[config.mk]
export PLATFORM = sky130hd
export DESIGN_NAME = wb_trace_checker_shadow_regs
export DESIGN_NICKNAME = d
export VERILOG_FILES = /design/src/rtl/wb_trace_checker_shadow_regs.sv
export SDC_FILE = /design/constraint.sdc
export NUM_CORES = 1
export LEC_CHECK = 0
export CELL_PAD_IN_SITES_DETAIL_PLACEMENT = 1
export CELL_PAD_IN_SITES_GLOBAL_PLACEMENT = 2
export CORE_ASPECT_RATIO = 0.75
export CORE_MARGIN = 4
export CORE_UTILIZATION = 41
export DETAILED_ROUTE_END_ITERATION = 6
export GPL_ROUTABILITY_DRIVEN = 0
export GPL_TIMING_DRIVEN = 0
export PLACE_DENSITY = 0.88
export RECOVER_POWER = 100
export SYNTH_ARGS = -nofsm -noshare
export SYNTH_HDL_FRONTEND = slang
export SYNTH_SLANG_ARGS = --single-unit
export TNS_END_PERCENT = 1
[constraint.sdc]
create_clock -name clk -period 2.1 [get_ports clk]
set_clock_uncertainty 0.05 [all_clocks]
set_input_delay 0.525 -clock clk [delete_from_list [all_inputs] [get_ports clk]]
set_output_delay 0.525 -clock clk [all_outputs]
set_load 0.05 [all_outputs]
[src/rtl/wb_trace_checker_shadow_regs.sv]
// Shadow register file: one write port with reg 0 write-protected,
// one asynchronous read port and a synchronous clear of the whole file.
module wb_trace_checker_shadow_regs #(
    parameter int DATA_W = 32,
    parameter int REG_AW = 5
) (
    input  logic              clk,
    input  logic              clr,
    input  logic              we,
    input  logic [REG_AW-1:0] wa,
    input  logic [DATA_W-1:0] wd,
    input  logic [REG_AW-1:0] ra,
    output logic [DATA_W-1:0] rd
);
    logic [DATA_W-1:0] regs [2**REG_AW];

    always_ff @(posedge clk) begin
        if (clr) begin
            for (int i = 0; i < 2**REG_AW; i++) regs[i] <= '0;
        end else if (we && wa != '0) begin
            regs[wa] <= wd;
        end
    end

    assign rd = regs[ra];
endmodule

Word-level counts from Yosys, hierarchy flattened
Memory sizes are Yosys's and may differ from the RTL's.
Index checks and enable logic that the tools add are counted.
- mux-type cells: 8
- reduce and logical (&&, ||, !) cells: 3
- operators with widths (cell ; count):
    $mux W32 ; 1
    $reduce_or A32 Y1 ; 1
    $mux W1 ; 6
    $mux W5 ; 1
    $reduce_bool A5 Y1 ; 1
    $logic_and A1 B1 Y1 ; 1
- register bits: 0
- memory bits (writable): 1024
- bits of input ports: 45
- output and inout port bits: 32
- word-level logic and storage cells: 12
- memories kept: 1
- memories (name ; depth ; width ; rd ports ; clocked after memory_dff ; write ports ; RTL line ; RTL):
    regs ; 32 ; 32 ; 1 ; 0 ; 32 ; 15 ; logic [DATA_W-1:0] regs [2**REG_AW];

Logic depth before layout (Yosys ltp)
Gate-level depths: netlist of run 1.
- depth after elaboration: 7
- mapped depth: 8
- mapped depth without buffers: 5

Least setup slack after synthesis of run 1
No wires, ideal clock.
- path type: input -> output
- from: input port ra[1]
- to: output port rd[11]
- arrival time: 1.985 ns
- required time: 1.525 ns
- setup slack: -0.460 ns
- stages on the path: 8
- path buffers: 4
- cells stage by stage: buf_2 > buf_6 > buf_4 > buf_2 > mux2i_1 > nand2_1 > a31oi_1 > nand3_1
- cells in the longest elaborated chain, start to end: 1
- RTL lines (item ; RTL line ; RTL):
    start, declared ; 12 ; input logic [REG_AW-1:0] ra,
    $mem_v2 Z32 W32 ; - ;
    end, declared ; 13 ; output logic [DATA_W-1:0] rd
Every way passes these cells.

Worst setup path in the final report of run 1
- from: input port ra[3]
- to: output port rd[11]
The elaborated chain is that of the path after synthesis.

==> metrics.yaml, run 1 <==
min_period_ps: 2799
nets: 3726
initial_core_util_pct: 41.38
pin_count: 77
grtUsageTotal_pct: 24.19
holdPathStages: 2
clock_sinks: 1024
num-fill-cells: 11250
synth_top_cell_area_share_pct: 65.31
worst_path_max_delay_cell: "or2_4"
grt_max_degree: 33
p_per_area_nw_per_um2: 841.4
port_buffers: 75
path_class: "input port to output pin"
p_leak_uw: 0.02071
max_freq_mhz: 357.3
die_x_um: 399.3
drive_above_1_share_pct: 15.80
syn_area_per_cell_sq_um: 13.66
yosysTopAreaCell: "edfxtp_1"
top_regs: "regs x1024"
cp.arrival_ps: 2220
setup_viol: 1954
fin_cells: 5289
coreArea_sq_um: 113800
max-cap-violations: 0
finalHoldViolCount: 0
clkTransAtPathRegs_ps: 60
place_area_sq_um: 50640
critPathCaptureType: "output pin"
wl_um: 149700
synth.ff_latch_count: 1024
synth.area.top_cells: "edfxtp_1, and2_1, mux2i_1"
pre_cts_slack_ps: -3203
ys_async_sr_fraction_pct: 0
die-area_sq_um: 120400
area_growth_syn_to_layout_pct: 18.77
netlist_instances: 3447
place_inst: 5080
tritoncts: "done"
cts-buffers-inserted: 99
largest_reg_flops: 1024
final_area_sq_um: 55920
ctsHoldBuffers: 0
num_rows: 107
ys_seq_area_share_pct: 65.31
fin_crit_sh_pct: 133.3
synth_common_cells: "edfxtp_1, and2_1, mux2i_1, clkbuf_1, nand2_1"
rsz0062_at_grt: "true"
status: "complete, but fails checks"
clk_path_buf_depth: 3
violations: "negative setup slack"
root_buffer: "clkbuf_16"
avgRoutedWirePerCell_um: 28.30
crit_fanout: 10
die_height_um: 301.5
num_vias: 29660
ys_warn_count: 0
setup_slack_ps: -698.6
max-vdd-ir-drop_v: 0.0006765
hold_path.class: "input port to flip-flop"
postRouteAntennaNets: 0
slew_violations: 0
synth_area_sq_um: 47080
dr.pass1.iters: 5
cp.required_ps: 1520
grt_pass1_wl_um: 210000
drtIter0Drc: 2778
place_hpwl_um: 106200
drc_errors: 0
grt_pass1_vias: 30600
critPathMaxStageDelay_ps: 380
start_kind: "input port"
regMostFlops: "regs"
ys.flop_type: "edfxtp_1"
synth-edff-count: 1024
path_cells: "clkdlybuf4s15_2 > or2_4 > clkbuf_4 > nor3_1 > a31oi_2 > nand3_4 > buf_6"
antenna_found_initial: 2
maxSlewHeadroom_pct: 36.16
tightest_slew_ps: 954.1
via_per_inst: 5.607
grt_overflow: 0
yosysMostFrequentCell: "edfxtp_1"
h-tree-depth: 3
synth_cell_type_count: 30
worst paths after layout:
kind | from | end
setup / recovery | ra[3] | rd[11]
hold / removal | wd[29] | regs[4][29]
cells in the final DEF (no fill, tap or decap), types with 22 or more instances in the layout:
cell type        count
edfxtp_1          1024
and2_1             973
mux2i_1            484
clkbuf_1           188
clkbuf_16          112
nand2_1             97
a21oi_1             92
a22oi_1             79
a22o_1              64
nand3_2             59
buf_4               52
buf_6               37
nand3_4             33
or2_4               32
clkdlybuf4s50_1     32
conb_1              32
buf_8               31
nor2_1              26
mux2i_2             25
a31oi_2             25
buf_12              22
power breakdown:
part | total (uW) | switching, uW | leakage (uW) | internal (uW)
combinational | 4890 | 3190 | 0.00940 | 1700
clock | 18200 | 7920 | 0.00156 | 10300
sequential | 23900 | 355 | 0.00975 | 23600
cell type report:
type                            instances  area, sq um  area share [%]
Sequential cell                      1024        30750           54.99
Buffer                                319         2466           4.410
Clock buffer                          131         2683           4.797
Timing Repair Buffer                  103         1304           2.331
Multi-Input combinational cell       2134        16300           29.14
Tap cell                             1526         1909           3.414
Antenna cell                            3        7.507         0.01342
Clock inverter                         49        505.5          0.9039
stage by stage:
step	total power, uW	hold slack [ps]	util (%)	TNS (ps)
global route	48300	596.2	49.13	-650470
CTS	46880	582.4	48.74	-392530
floorplan	26800	673.2	-	-19640
global placement	28390	1305	44.48	-2378300
finish	47050	603.2	49.14	-644580
detailed placement	28580	1320	44.50	-2439600
worst max-delay path, delay by kind of cell:
family                 cells  cell delay (ps)
and+or+nand+nor            3              860
buffers and inverters      3              720
AOI/OAI and AO/OA          1              100
kinds of logic after synthesis:
logic type             count (synthesis)  share of synthesized area (%)
AND/OR/NAND/NOR                     1302                          16.50
flip-flops                          1024                          65.31
multiplexers                         512                          10.88
buffers and inverters                320                          3.133
AO/OA/AOI/OAI                        288                          4.167
other                                  1                       0.007965
repair_timing:
item | CTS | global route
setup endpoints to repair | 1682 | 1545
gates cloned | 6 | 8
setup buffers | 12 | 2
pin swaps | 43 | 43
gates resized for setup | 614 | 121
routing by layer:
layer	vias up	global-route usage (%)	part of all wire, %
li1	12830	-	-
met1	15570	34.85	45
met2	1034	37.81	45
met3	218	4.308	6.7
met4	0	6.696	3.2
met5	-	0	0
(Power assumes the default switching activity.)
==> run 2: changes to the inputs <==
--- a/config.mk
+++ b/config.mk
@@ -15,6 +15,7 @@
 export GPL_TIMING_DRIVEN = 0
 export PLACE_DENSITY = 0.88
 export RECOVER_POWER = 100
+export SKIP_CTS_REPAIR_TIMING = 1
 export SYNTH_ARGS = -nofsm -noshare
 export SYNTH_HDL_FRONTEND = slang
 export SYNTH_SLANG_ARGS = --single-unit
==> run 2 against run 1 <==
Net effect:
- the run still ends with negative setup slack left
- sequential cell count is the same
- power is 0.68% lower
- non-clock buffer count is 18 lower
- utilization decreased by 0.67 points
- sequential power about the same
- clock-buffer cell count stayed put
- setup slack worse by 45 ps
- maximum frequency is 1.6% lower
- sequential share of layout area is 0.76 points higher
- cell count decreased by 0.30%
- worst hold slack gained 11 ps
- design area fell by 1.4%
==> metrics.yaml, run 2 (same netlist as run 1, synthesis figures left out) <==
status: "complete, but fails checks"  # unchanged
violations: "negative setup slack"  # unchanged
drc_errors: 0  # unchanged
clkTransAtPathRegs_ps: 60  # about the same
mostFrequentLayoutCell: "edfxtp_1"  # unchanged
p_leak_uw: 0.02040  # was 0.02071 uW
largest_reg_flops: 1024  # unchanged
max-cap-violations: 0  # unchanged
nets: 3708  # was 3,726
hold_path.class: "input port to flip-flop"  # unchanged
path_delay_family: "simple AND/OR/NAND/NOR gates"  # unchanged
area_growth_syn_to_layout_pct: 17.14  # was 18.77%
grtUsageTotal_pct: 23.57  # was 24.19%
top_regs: "regs x1024"  # unchanged
die_x_um: 399.3  # unchanged
root_buffer: "clkbuf_16"  # unchanged
p_per_area_nw_per_um2: 847.2  # was 841.4 nW/um^2
layout_common_cells: "edfxtp_1, and2_1, mux2i_1"  # unchanged
grt_pass1_vias: 30390  # was 30,600
finalHoldViolCount: 0  # unchanged
tritoncts: "done"  # unchanged
worst_path_max_delay_cell: "nor2_2"  # was or2_4
place_hpwl_um: 106200  # unchanged
start_kind: "input port"  # unchanged
setup_viol: 1926  # was 1,954
cts-buffers-inserted: 99  # unchanged
path_buf_inv: 1  # was 3
avgRoutedWirePerCell_um: 27.47  # was 28.30 um
max-vdd-ir-drop_v: 0.0006731  # was 0.0006765 V
cp.arrival_ps: 3110  # was 2220 ps
via_per_inst: 5.525  # was 5.607
slew_violations: 0  # unchanged
pin_count: 77  # unchanged
drtIter0Drc: 2472  # was 2,778
num_vias: 29130  # was 29,660
regMostFlops: "regs"  # unchanged
max_freq_mhz: 351.6  # was 357.3 MHz
grt_overflow: 0  # unchanged
num_rows: 107  # unchanged
tightest_slew_ps: 889.9  # was 954.1 ps
clock_sinks: 1024  # unchanged
wl_um: 144800  # was 149,700 um
min_period_ps: 2844  # was 2799 ps
grt_max_degree: 33  # unchanged
cp.required_ps: 2370  # was 1520 ps
postRouteAntennaNets: 0  # unchanged
pre_cts_slack_ps: -3203  # unchanged
critPathCaptureType: "flip-flop"  # was output pin
fin_crit_sh_pct: 135.4  # was 133.3%
clk_path_buf_depth: 3  # unchanged
maxSlewHeadroom_pct: 40.46  # was 36.16%
die_height_um: 301.5  # unchanged
setup_slack_ps: -743.8  # was -698.6 ps
initial_core_util_pct: 41.38  # unchanged
coreArea_sq_um: 113800  # unchanged
place_inst: 5080  # unchanged
critPathMaxStageDelay_ps: 700  # was 380 ps
fin_hold_ws_ps: 613.9  # was 603.2 ps
fin_cells: 5273  # was 5,289
dr.pass1.iters: 5  # unchanged
crit_fanout: 32  # was 10
path_class: "input port to flip-flop"  # was input port to output pin
path_cells: "clkdlybuf4s50_1 > nor2b_2 > nand3_1 > nor2_2 > or2_4"  # was clkdlybuf4s15_2 > or2_4 > clkbuf_4 > nor3_1 > a31oi_2 > nand3_4 > buf_6
die-area_sq_um: 120400  # unchanged
antenna_found_initial: 3  # was 2
grt_pass1_wl_um: 204700  # was 210,000 um
h-tree-depth: 3  # unchanged
drive_above_1_share_pct: 14.99  # was 15.80%
rsz0062_at_grt: "true"  # unchanged
port_buffers: 75  # unchanged
[run 2: report_power, final]
| part | internal, uW | switching [uW] | leakage (uW) |
|---|---|---|---|
| Sequential | 23600 | 339 | 0.00975 |
| Combinational | 1540 | 3090 | 0.00909 |
| Clock | 10300 | 7890 | 0.00156 |
[run 2: metrics by stage]
step | cell area, sq um | util [%] | total power (uW) | TNS [ps]
global route | 55150 | 48.46 | 48030 | -781600
finish | 55160 | 48.47 | 46730 | -797640
CTS | 53830 | 47.30 | 46460 | -1011270
floorplan | 47960 | - | 26800 | -19640
detailed placement | 50640 | 44.50 | 28580 | -2439600
global placement | 50620 | 44.48 | 28390 | -2378300
[run 2: layer usage]
layer	track usage [%]	up-vias	part of all wire [%]
met2	36.28	897	45
met1	33.30	15210	45
met5	0	-	0.0090
met3	5.329	226	7.0
met4	7.520	2	3.0
li1	-	12800	-
[run 2: final timing paths]
| check | startpoint | endpoint | depth (start not counted) | slack, ps |
|---|---|---|---|---|
| min | wd[30] | regs[4][30] | 2 | 610 |
| max | we | regs[23][8] | 5 | -740 |
[run 2: layout make-up]
cell class	count	area (sq um)
flip-flops and latches	1024	30750
repair buffers	85	864.6
clock buffers	131	2683
diodes	5	12.51
plain buffers	319	2287
clock inverters	49	505.5
multi-input cells	2134	16140
well taps	1526	1909
fillers	11320	58640
==> run 3: changes to the inputs <==
==> constraint.sdc (replaced) <==
create_clock -name clk -period 2.4 [get_ports clk]
set_clock_uncertainty 0.05 [all_clocks]
set_input_delay 0.6 -clock clk [delete_from_list [all_inputs] [get_ports clk]]
set_output_delay 0.6 -clock clk [all_outputs]
set_load 0.05 [all_outputs]
==> run 3 against run 2 <==
Net effect:
- worst hold slack improved by 120 ps
- sequential cell count unchanged
- utilization up 0.48 points
- first-iteration DRC count rose by 14%
- via count up 1.0%
- the run still ends with negative setup slack left
- die area unchanged
- highest routed layer is now met4
- largest cell class unchanged
- setup slack gained 240 ps
- cell count hardly changed
- routed wire length up 2.0%
- sequential power is 13% lower
==> metrics.yaml, run 3 (same netlist as run 1, synthesis figures left out) <==
die-area_sq_um: 120400  # unchanged
mostFrequentLayoutCell: "edfxtp_1"  # unchanged
die_height_um: 301.5  # unchanged
num_rows: 107  # unchanged
root_buffer: "clkbuf_16"  # unchanged
largest_reg_flops: 1024  # unchanged
max-vdd-ir-drop_v: 0.0005370  # was 0.0006731 V
drtIter0Drc: 2822  # was 2,472
rsz0062_at_grt: "true"  # unchanged
num_vias: 29430  # was 29,130
antenna_found_initial: 4  # was 3
clock_sinks: 1024  # unchanged
area_growth_syn_to_layout_pct: 18.30  # was 17.14%
p_per_area_nw_per_um2: 728.1  # was 847.2 nW/um^2
fin_crit_sh_pct: 120.9
min_period_ps: 2903
dr.pass1.iters: 5  # unchanged
drive_above_1_share_pct: 15.78  # was 14.99%
clkTransAtPathRegs_ps: 60  # about the same
cp.required_ps: 1750  # was 2370 ps
p_leak_uw: 0.02039  # was 0.02040 uW
setup_slack_ps: -502.5  # was -743.8 ps
setup_viol: 1508  # was 1,926
grt_max_degree: 33  # unchanged
tritoncts: "done"  # unchanged
grt_overflow: 0  # unchanged
cp.arrival_ps: 2250  # was 3110 ps
setup_tns_ps: -271750  # was -797,640 ps
hold_path.class: "input port to flip-flop"  # unchanged
num-fill-cells: 11250  # was 11,320
start_kind: "input port"  # unchanged
port_buffers: 75  # unchanged
grtUsageTotal_pct: 23.61  # was 23.57%
max-cap-violations: 0  # unchanged
violations: "negative setup slack"  # unchanged
via_per_inst: 5.577  # was 5.525
wl_um: 147700  # was 144,800 um
antenna_cells: 0  # was 5
crit_fanout: 10  # was 32
initial_core_util_pct: 41.38  # unchanged
slew_violations: 0  # unchanged
coreArea_sq_um: 113800  # unchanged
pin_count: 77  # unchanged
fin_hold_ws_ps: 733.3  # was 613.9 ps
avgRoutedWirePerCell_um: 27.99  # was 27.47 um
drc_errors: 0  # unchanged
path_class: "input port to output pin"  # was input port to flip-flop
regMostFlops: "regs"  # unchanged
die_x_um: 399.3  # unchanged
h-tree-depth: 3  # unchanged
tightest_slew_ps: 932.5  # was 889.9 ps
cts-buffers-inserted: 99  # unchanged
layout_common_cells: "edfxtp_1, and2_1, mux2i_1"  # unchanged
max_freq_mhz: 344.5
finalHoldViolCount: 0  # unchanged
critPathCaptureType: "output pin"  # was flip-flop
top_regs: "regs x1024"  # unchanged
nets: 3722  # was 3,708
status: "complete, but fails checks"  # unchanged
place_hpwl_um: 105800  # was 106,200 um
grt_pass1_wl_um: 206000  # was 204,700 um
postRouteAntennaNets: 0  # unchanged
grt_pass1_vias: 30360  # was 30,390
clk_path_buf_depth: 3  # unchanged
maxSlewHeadroom_pct: 37.83  # was 40.46%
-- run 3: cell count changes in the layout (fill, tap and decap cells not counted), sizes merged --
cell and delta:
clkinv +4, buf +2, clkdlybuf4s50 -2, diode -5
clkinvlp +1, clkbuf +8, dlygate4sd3 +2, bufinv -5
-- run 3: per-stage QoR --
| stage | worst slack (ps) | cells | util (%) | power (uW) | cell area, sq um |
|---|---|---|---|---|---|
| after floorplan | -24.09 | 3478 | - | 23450 | 47960 |
| after CTS | -3115 | 5256 | 47.18 | 40110 | 53690 |
| final | -502.5 | 5278 | 48.95 | 40550 | 55700 |
| after detailed placement | -3112 | 5080 | 44.50 | 25010 | 50640 |
| after global routing | -544.1 | 5278 | 48.95 | 41700 | 55700 |
| after global placement | -2990 | 5079 | 44.48 | 24840 | 50620 |
-- run 3: worst max-delay path: stages --
cell and delay (ps):
clkbuf_16 160, clkbuf_4 310, mux2i_1 250, a22o_1 240
nor3_1 90, a31oi_2 220, nand3_4 170, buf_6 190
-- run 3: routing by layer --
metal	global-route usage [%]	vias to the layer above	share of wire, %
met5	0	-	0
met4	6.990	0	2.8
met3	3.180	210	6.8
met2	36.74	1016	45
met1	34.64	15390	45
li1	-	12820	-
-- run 3: final timing paths --
path / from / endpoint / slack, ps / depth (start not counted)
min: wd[28] / regs[4][28] / 730 / 2
max: ra[1] / rd[15] / -500 / 8
-- run 3: where the power goes --
part | total (uW) | leakage, uW | internal, uW | switching (uW)
logic | 4230 | 0.00915 | 1460 | 2770
clock network | 15400 | 0.00149 | 8450 | 6930
registers | 20900 | 0.00975 | 20600 | 307
-- run 3: layout make-up --
cell class                      count  area [sq um]  area share [%]
Sequential cell                  1024         30750           55.21
Multi-Input combinational cell   2134         16350           29.36
Clock buffer                      127          2668           4.789
Buffer                            319          2442           4.385
Tap cell                         1526          1909           3.428
Timing Repair Buffer               99          1199           2.152
Clock inverter                     49         379.1          0.6806
